[config.mk]
export PLATFORM = sky130hd
export DESIGN_NAME = axi_rd_arbiter
export DESIGN_NICKNAME = d
export VERILOG_FILES = /design/src/rtl/axi_rd_arbiter.sv
export SDC_FILE = /design/constraint.sdc
export NUM_CORES = 1
export LEC_CHECK = 0
export ABC_AREA = 1
export BUFFER_PORTS_ARGS = -buffer_cell sky130_fd_sc_hd__buf_2
export CELL_PAD_IN_SITES_DETAIL_PLACEMENT = 1
export CELL_PAD_IN_SITES_GLOBAL_PLACEMENT = 1
export CORE_AREA = 2 2 157 159
export CTS_CLUSTER_SIZE = 10
export DETAILED_ROUTE_END_ITERATION = 7
export DIE_AREA = 0 0 159 161
export HOLD_SLACK_MARGIN = 0.03
export PLACE_DENSITY = 0.76
export SLEW_MARGIN = 0
export SYNTH_ARGS = -nofsm -noshare
export SYNTH_HDL_FRONTEND = slang
export SYNTH_SLANG_ARGS = --single-unit
[constraint.sdc]
create_clock -name clk -period 3.8 [get_ports clk]
set_input_delay 0.76 -clock clk [delete_from_list [all_inputs] [get_ports clk]]
set_output_delay 0.76 -clock clk [all_outputs]
set_load 0.005 [all_outputs]
[src/rtl/axi_rd_arbiter.sv]
// Two-requester AXI4 read arbiter: round-robin grant, one outstanding burst,
// per-requester data steering and sticky protocol / 4KB-crossing error flags.
module axi_rd_arbiter #(
    parameter int ID_WIDTH   = 4,
    parameter int ADDR_WIDTH = 32,
    parameter int DATA_WIDTH = 128
) (
    input  logic                  clk,
    input  logic                  rst_n,
    input  logic                  req0,
    input  logic                  req1,
    input  logic [ADDR_WIDTH-1:0] addr0,
    input  logic [ADDR_WIDTH-1:0] addr1,
    input  logic [7:0]            len0,
    input  logic [7:0]            len1,
    output logic                  gnt0,
    output logic                  gnt1,
    output logic                  rvalid0,
    output logic                  rvalid1,
    output logic                  rlast0,
    output logic                  rlast1,
    output logic [DATA_WIDTH-1:0] rdata,
    output logic                  rerr0,
    output logic                  rerr1,
    output logic [ID_WIDTH-1:0]   arid_m_inf,
    output logic [ADDR_WIDTH-1:0] araddr_m_inf,
    output logic [7:0]            arlen_m_inf,
    output logic [2:0]            arsize_m_inf,
    output logic [1:0]            arburst_m_inf,
    output logic                  arvalid_m_inf,
    input  logic                  arready_m_inf,
    input  logic [ID_WIDTH-1:0]   rid_m_inf,
    input  logic [DATA_WIDTH-1:0] rdata_m_inf,
    input  logic [1:0]            rresp_m_inf,
    input  logic                  rlast_m_inf,
    input  logic                  rvalid_m_inf,
    output logic                  rready_m_inf
);

    typedef enum logic [1:0] {
        ST_IDLE = 2'd0,
        ST_ADDR = 2'd1,
        ST_DATA = 2'd2
    } state_t;

    state_t                state_q, state_d;
    logic [ADDR_WIDTH-1:0] addr_q, addr_d;
    logic [7:0]            len_q, len_d;
    logic                  idx_q, idx_d;
    logic                  rr_last_q, rr_last_d;
    logic [8:0]            beat_q, beat_d;
    logic                  rerr0_q, rerr0_d;
    logic                  rerr1_q, rerr1_d;

    logic                  win_s;
    logic [ADDR_WIDTH-1:0] win_addr_s;
    logic [7:0]            win_len_s;
    logic                  err_s;
    logic                  err_idx_s;
    logic                  beat_s;
    logic [ID_WIDTH-1:0]   arid_s;

    // A burst of 16-byte beats must end at or before the next 4KB boundary.
    function automatic logic crosses_4k(input logic [11:0] offs, input logic [7:0] len);
        logic [12:0] span_end;
        span_end = {1'b0, offs} + {1'b0, len, 4'b0000} + 13'd16;
        return span_end > 13'd4096;
    endfunction

    function automatic logic beat_bad(input logic [1:0] resp, input logic id_ok,
                                      input logic last, input logic [8:0] beat_num,
                                      input logic [7:0] len);
        logic at_end;
        at_end = (beat_num == ({1'b0, len} + 9'd1));
        return (resp != 2'b00) || !id_ok || (last != at_end);
    endfunction

    // Zero-extended requester index used as the AXI transaction ID.
    always_comb begin
        arid_s    = '0;
        arid_s[0] = idx_q;
    end

    // Round-robin pick: on a tie the requester not granted last wins.
    always_comb begin
        if (req0 && req1) begin
            win_s = ~rr_last_q;
        end else begin
            win_s = req1;
        end
        win_addr_s = win_s ? addr1 : addr0;
        win_len_s  = win_s ? len1 : len0;
    end

    // Next-state and error detection.
    always_comb begin
        state_d   = state_q;
        addr_d    = addr_q;
        len_d     = len_q;
        idx_d     = idx_q;
        rr_last_d = rr_last_q;
        beat_d    = beat_q;
        err_s     = 1'b0;
        err_idx_s = idx_q;
        case (state_q)
            ST_IDLE: begin
                if (req0 || req1) begin
                    addr_d    = win_addr_s;
                    len_d     = win_len_s;
                    idx_d     = win_s;
                    beat_d    = 9'd0;
                    err_s     = crosses_4k(win_addr_s[11:0], win_len_s);
                    err_idx_s = win_s;
                    state_d   = ST_ADDR;
                end else begin
                    state_d = ST_IDLE;
                end
            end
            ST_ADDR: begin
                if (arready_m_inf) begin
                    rr_last_d = idx_q;
                    state_d   = ST_DATA;
                end else begin
                    state_d = ST_ADDR;
                end
            end
            ST_DATA: begin
                if (rvalid_m_inf) begin
                    beat_d = beat_q + 9'd1;
                    err_s  = beat_bad(rresp_m_inf, rid_m_inf == arid_s, rlast_m_inf,
                                      beat_q + 9'd1, len_q);
                    if (rlast_m_inf) begin
                        state_d = ST_IDLE;
                    end else begin
                        state_d = ST_DATA;
                    end
                end else begin
                    state_d = ST_DATA;
                end
            end
            default: begin
                state_d = ST_IDLE;
            end
        endcase
        rerr0_d = rerr0_q | (err_s & ~err_idx_s);
        rerr1_d = rerr1_q | (err_s & err_idx_s);
    end

    // State and context registers; error flags clear only on reset.
    always_ff @(posedge clk or negedge rst_n) begin
        if (!rst_n) begin
            state_q   <= ST_IDLE;
            addr_q    <= '0;
            len_q     <= 8'd0;
            idx_q     <= 1'b0;
            rr_last_q <= 1'b1;
            beat_q    <= 9'd0;
            rerr0_q   <= 1'b0;
            rerr1_q   <= 1'b0;
        end else begin
            state_q   <= state_d;
            addr_q    <= addr_d;
            len_q     <= len_d;
            idx_q     <= idx_d;
            rr_last_q <= rr_last_d;
            beat_q    <= beat_d;
            rerr0_q   <= rerr0_d;
            rerr1_q   <= rerr1_d;
        end
    end

    assign arvalid_m_inf = (state_q == ST_ADDR);
    assign rready_m_inf  = (state_q == ST_DATA);
    assign beat_s        = rready_m_inf && rvalid_m_inf;

    assign gnt0    = arvalid_m_inf && arready_m_inf && !idx_q;
    assign gnt1    = arvalid_m_inf && arready_m_inf && idx_q;
    assign rvalid0 = beat_s && !idx_q;
    assign rvalid1 = beat_s && idx_q;
    assign rlast0  = beat_s && rlast_m_inf && !idx_q;
    assign rlast1  = beat_s && rlast_m_inf && idx_q;
    assign rdata   = rdata_m_inf;
    assign rerr0   = rerr0_q;
    assign rerr1   = rerr1_q;

    assign arid_m_inf    = arid_s;
    assign araddr_m_inf  = addr_q;
    assign arlen_m_inf   = len_q;
    assign arsize_m_inf  = 3'b100;
    assign arburst_m_inf = 2'b01;

endmodule

[Yosys cells after proc, flatten, opt, wreduce, memory -nomap -nowiden]
Cells that the tools add are included.
Cells by class
  order comparisons: 1
  reductions and logical operators: 21
  bitwise logic cells: 6
  equal/unequal tests: 7
  add/subtract/negate cells: 4
  multiplexer cells: 16
Operators by type and width (number)
  2-to-1 mux 32 bit: 1
  2-to-1 mux 9 bit: 2
  one-hot mux 9 bit (2 select lines): 1
  adder 12 x 12 -> 13 bit: 1
  adder 13 x 5 -> 13 bit (second input constant): 1
  greater-than comparator 13 bit (second input constant): 1
  logical AND 1 bit: 10
  adder 8 x 1 -> 9 bit (second input constant): 1
  adder 9 x 1 -> 9 bit (second input constant): 1
  == test 9 bit: 1
  2-to-1 mux 8 bit: 1
  2-to-1 mux 1 bit: 6
  2-to-1 mux 2 bit: 3
  one-hot mux 2 bit (3 select lines): 1
  == test 4 x 1 -> 1 bit: 1
  != test 2 bit (second input constant): 2
  AND reduction 2 bit: 2
  nonzero test 2 bit: 2
  logical OR 1 bit: 3
  AND reduction 3 bit: 1
  bitwise AND 1 bit: 2
  == test 2 x 1 -> 1 bit (second input constant): 1
  == test 2 bit (second input constant): 1
  logical NOT 1 bit: 2
  other kinds (5): 7
Storage, ports and cells
  logic and storage cells: 63
  register bits after elaboration: 55
  input port bits: 221
  output and inout port bits: 187

[Depth between registers and ports, before layout]
  word-level depth: 10
  mapped depth: 22
  gate-level depth less buffers: 20

[Worst setup path before layout]
Ideal clock, no wire load.
  kind: input to register
  from: in req0
  to: reg rerr1_q, in the netlist rerr1
  arrival: 3.096 ns
  setup time: 0.117 ns
  data required time: 3.683 ns
  stages: 22
  path buffers: 2
  setup slack: 0.588 ns
  cell sequence: nand2_1 -> nand2_1 -> inv_1 -> buf_2 -> buf_1 -> nand2_1 -> nand2_1 -> ha_1 -> ha_1 -> inv_1 -> fa_1 -> inv_1 -> nor2_1 -> nand3_1 -> nor2_1 -> nand4_1 -> nor2_1 -> nand4_1 -> nand3b_1 -> nand2_1 -> nand2_1 -> nand2_1
Between the ends
  cells in the longest elaborated chain, start to end: 10
  elaborated cells on any way between the ends: 14
  classes of those cells: add/sub: 2; order compare: 1; mux: 7; bitwise: 2; reduce/logical: 2
RTL lines
  from (decl): line 10  | input logic req0,
  logical AND 1 bit: line 86  | if (req0 && req1) begin
  2-to-1 mux 1 bit: line 86
  2-to-1 mux 32 bit: line 91  | win_addr_s = win_s ? addr1 : addr0;
  via win_addr_s[5]: line 56  | logic [ADDR_WIDTH-1:0] win_addr_s;
  adder 12 x 12 -> 13 bit: line 66  | span_end = {1'b0, offs} + {1'b0, len, 4'b0000} + 13'd16;
  adder 13 x 5 -> 13 bit: line 66
  greater-than comparator 13 bit: line 67  | return span_end > 13'd4096;
  2-to-1 mux 1 bit: line 107  | if (req0 || req1) begin
  one-hot mux 1 bit (2 select lines): line 105  | case (state_q)
  bitwise AND 1 bit: line 146  | rerr1_d = rerr1_q | (err_s & err_idx_s);
  OR 1 bit: line 146
  via rerr1_d: line 53  | logic rerr1_q, rerr1_d;
  to (signal assigned): line 168  | rerr1_q <= rerr1_d;
  to (decl): line 53
The timed path passes the listed nets, and every way through them passes these cells.
A chain may end at the register's enable or synchronous reset.

[Worst setup path after layout]
  from: in req0
  to: reg rerr0_q, in the netlist rerr0
Between the ends
  cells in the longest elaborated chain, start to end: 10
  elaborated cells on any way between the ends: 15
  classes of those cells: add/sub: 2; order compare: 1; mux: 7; bitwise: 3; reduce/logical: 2
RTL lines
  logical AND 1 bit: line 86
  2-to-1 mux 1 bit: line 86
  2-to-1 mux 8 bit: line 92  | win_len_s = win_s ? len1 : len0;
  via win_len_s[1]: line 57  | logic [7:0] win_len_s;
  adder 12 x 12 -> 13 bit: line 66
  adder 13 x 5 -> 13 bit: line 66
  greater-than comparator 13 bit: line 67
  2-to-1 mux 1 bit: line 107
  one-hot mux 1 bit (2 select lines): line 105
  bitwise AND 1 bit: line 145  | rerr0_d = rerr0_q | (err_s & ~err_idx_s);
  OR 1 bit: line 145
  via rerr0_d: line 52  | logic rerr0_q, rerr0_d;
  to (signal assigned): line 167  | rerr0_q <= rerr0_d;
  to (decl): line 52
The timed path passes the listed nets, and every way through them passes these cells.

==> impl_metrics.toml <==
[detailed_routing]
dr.first_iter.drc_count = 123
wl_per_cell_um = 15.7
drc = 0
drt-pass1-iter-count = 4
drt-vias-per-instance = 4.12
postRouteAntennaNets = 0
vias = 4073
wl_um = 15500

[sta]
whs_ns = 0.485
finalCritPeriodShare = 0.822
setup_viol = 0
rsz0062_at_grt = "false"
fmaxAchievable_mhz = 320
relSlewSlack = 0.410
fin_crit_ns = 3.12
hold_viol = 0
worst_pin_slew_ns = 0.884
fin_setup_tns_ns = 0
skew_ns = 0.00769
maxSlewViolCount = 0

[synth]
yosysUniqueCellTypes = 41
synthTopCellsByArea = "dfrtp_1 29%, buf_4 22%, nand2_1 14%, o21ai_0 6.5%, nor2_1 5.0%"
syn_area_um2 = 4630
synth_top_area_frac = 0.292
synth_warnings = 0
netlist_instances = 652
synth_top_cell_by_area = "dfrtp_1"
synth_area_per_cell_um2 = 7.10
synth_seq_cells = 55
yosysSeqAreaShare = 0.298

[clock_network]
clock_path_buffers = 2
post_cts_buffers = 0
htree_levels = 2
cts_tree = "yes"
path_clk_slew_ns = 0.08
clock_latency_ns = 0.31
cts_root_buf = "clkbuf_16"
cts-resized-gates = 0
hold_buffers = 0
cts_buffers = 5
cts_num_sinks = 55

[power]
vdd_drop_max_v = 0.000201
power.density_nw_per_um2 = 633
p_seq_frac = 0.333
swShare = 0.450
intPower_mw = 1.71
p_leak_nw = 2.51
clkPwrFrac = 0.168
power.switching_mw = 1.40
power_frac_comb = 0.499

[min_path]
hold_path_startpoint = "araddr_m_inf[28]"
hp-class = "reg -> reg"

[grt]
antenna_found_initial = 4
grt_pass1_vias = 4340
grt_start_max_net_pins = 53
grt_pass1_wl_um = 23900
track_usage = 0.122
grt.overflow.total = 0

[finish]
mostFrequentLayoutCells = "166 x nand2_1, 143 x buf_2, 62 x nor2_1"
fillers = 3084
drive_above_1_share = 0.285
final_common_cell = "nand2_1"
stdcell_count = 989
areaGrowthSynthToFinish_pct = 6.22
final_cell_area_um2 = 4910
nNetsFinal = 901

[setup_path]
r2r_start = "rr_last_q"
arrival_ns = 3.32
worst_ep_required_time_ns = 4.00
end_kind = "register"
critPathLaunch = "req0"
crit_fanout = 17
start_kind = "primary input"
critical_path_class = "in -> reg"

[place]
dp_hpwl_um = 12900
dpl-instance-area_um2 = 4750
routabilityCongestion = 0.714
port_buffers = 143
post-place-cells = 979

[floorplanning]
num_rows = 57
die_h_um = 161
io-pin-count = 408
die_w_um = 159
start_util = 0.193
die-area_um2 = 25600
core_area_um2 = 24000

[outcome]
run_status = "finished clean"

[job]
drv_cap = 0
## cell usage after synthesis, drive strengths merged
cell,count
clkinv,2
xnor2,3
ha,17
nor3,5
nor2,68
o21ai,64
a21oi,5
o31ai,1
nand2,178
mux2i,2
o211a,1
nand2b,1
clkbuf,14
nand3b,1
o21bai,1
dfstp,1
nand3,19
nand4,3
o22ai,6
xor2,2
or2,4
and2,1
and3,1
buf,140
a22o,1
a31oi,10
conb,2
dfrtp,54
fa,1
inv,44
## kinds of logic after synthesis
| logic type | share of synthesized area |
|---|---|
| compound gates | 0.105 |
| buf+inv | 0.274 |
| other cells | 0.00162 |
| fa+ha+maj | 0.0503 |
| mux | 0.00433 |
| simple gates | 0.257 |
| flops | 0.298 |
| xor+xnor | 0.00947 |
## power groups by stage
stage	Clock (mW)	Sequential [mW]	Combinational, mW
after floorplan	0	1.02	1.05
after global placement	0	1.06	1.54
after detailed placement	0	1.05	1.60
after CTS	0.549	1.05	1.60
after global routing	0.560	1.08	1.79
final	0.523	1.04	1.55
## critical path, cell delays in order
cell and delay [ns]:
buf_2 0.12, nand2_1 0.07, nand2_2 0.09, buf_4 0.21, nand2_1 0.11, nand2_1 0.06, ha_1 0.28, ha_1 0.16
inv_1 0.07, fa_1 0.48, inv_1 0.04, nor2_1 0.08, nand3_1 0.08, nor2_1 0.10, nand4_1 0.11, nor2_1 0.11
nand4_1 0.09, nand3b_1 0.09, nand2_1 0.09, nand2_1 0.06, nand2_1 0.06
## sequential cells by signal, summed over array words and instances, names as in the netlist
register	count
state_q	2
rerr1	1
idx_q	1
rerr0	1
arlen_m_inf	8
beat_q	9
araddr_m_inf	32
rr_last_q	1
## stage by stage
stage	util	power, mW	setup WS (ns)
6_report	0.205	3.11	0.677
5_1_grt	0.205	3.42	0.265
4_1_cts	0.205	3.20	0.616
3_5_place_dp	0.198	2.65	0.286
3_3_place_gp	0.198	2.60	0.393
2_1_floorplan	-	2.07	0.588
## final cells by class
| class | count | area (um^2) | area share |
|---|---|---|---|
| Timing Repair Buffer | 151 | 776 | 0.158 |
| Inverter | 46 | 173 | 0.0351 |
| Antenna cell | 2 | 5.00 | 0.00102 |
| Clock inverter | 1 | 7.51 | 0.00153 |
| Clock buffer | 7 | 153 | 0.0311 |
| Multi-Input combinational cell | 403 | 2020 | 0.411 |
| Tap cell | 324 | 405 | 0.0825 |
| Sequential cell | 55 | 1380 | 0.280 |
## routing by layer
layer	track usage	routed length, um	up-vias
li1	-	-	1941
met1	0.132	6100	1906
met2	0.209	7510	179
met3	0.0493	1360	41
met4	0.0545	488	6
met5	0.0133	70	-
## worst paths after layout
path,end,slack [ns],depth (start not counted)
max reg2reg,rerr0,0.76,20
max,rerr0,0.68,21
min reg2reg,araddr_m_inf[28],0.48,2
min in group asynchronous,arlen_m_inf[5],0.54,1
min,araddr_m_inf[28],0.48,2
max in group asynchronous,araddr_m_inf[30],2.31,3
Note: power is estimated with default switching activity, not from simulation.
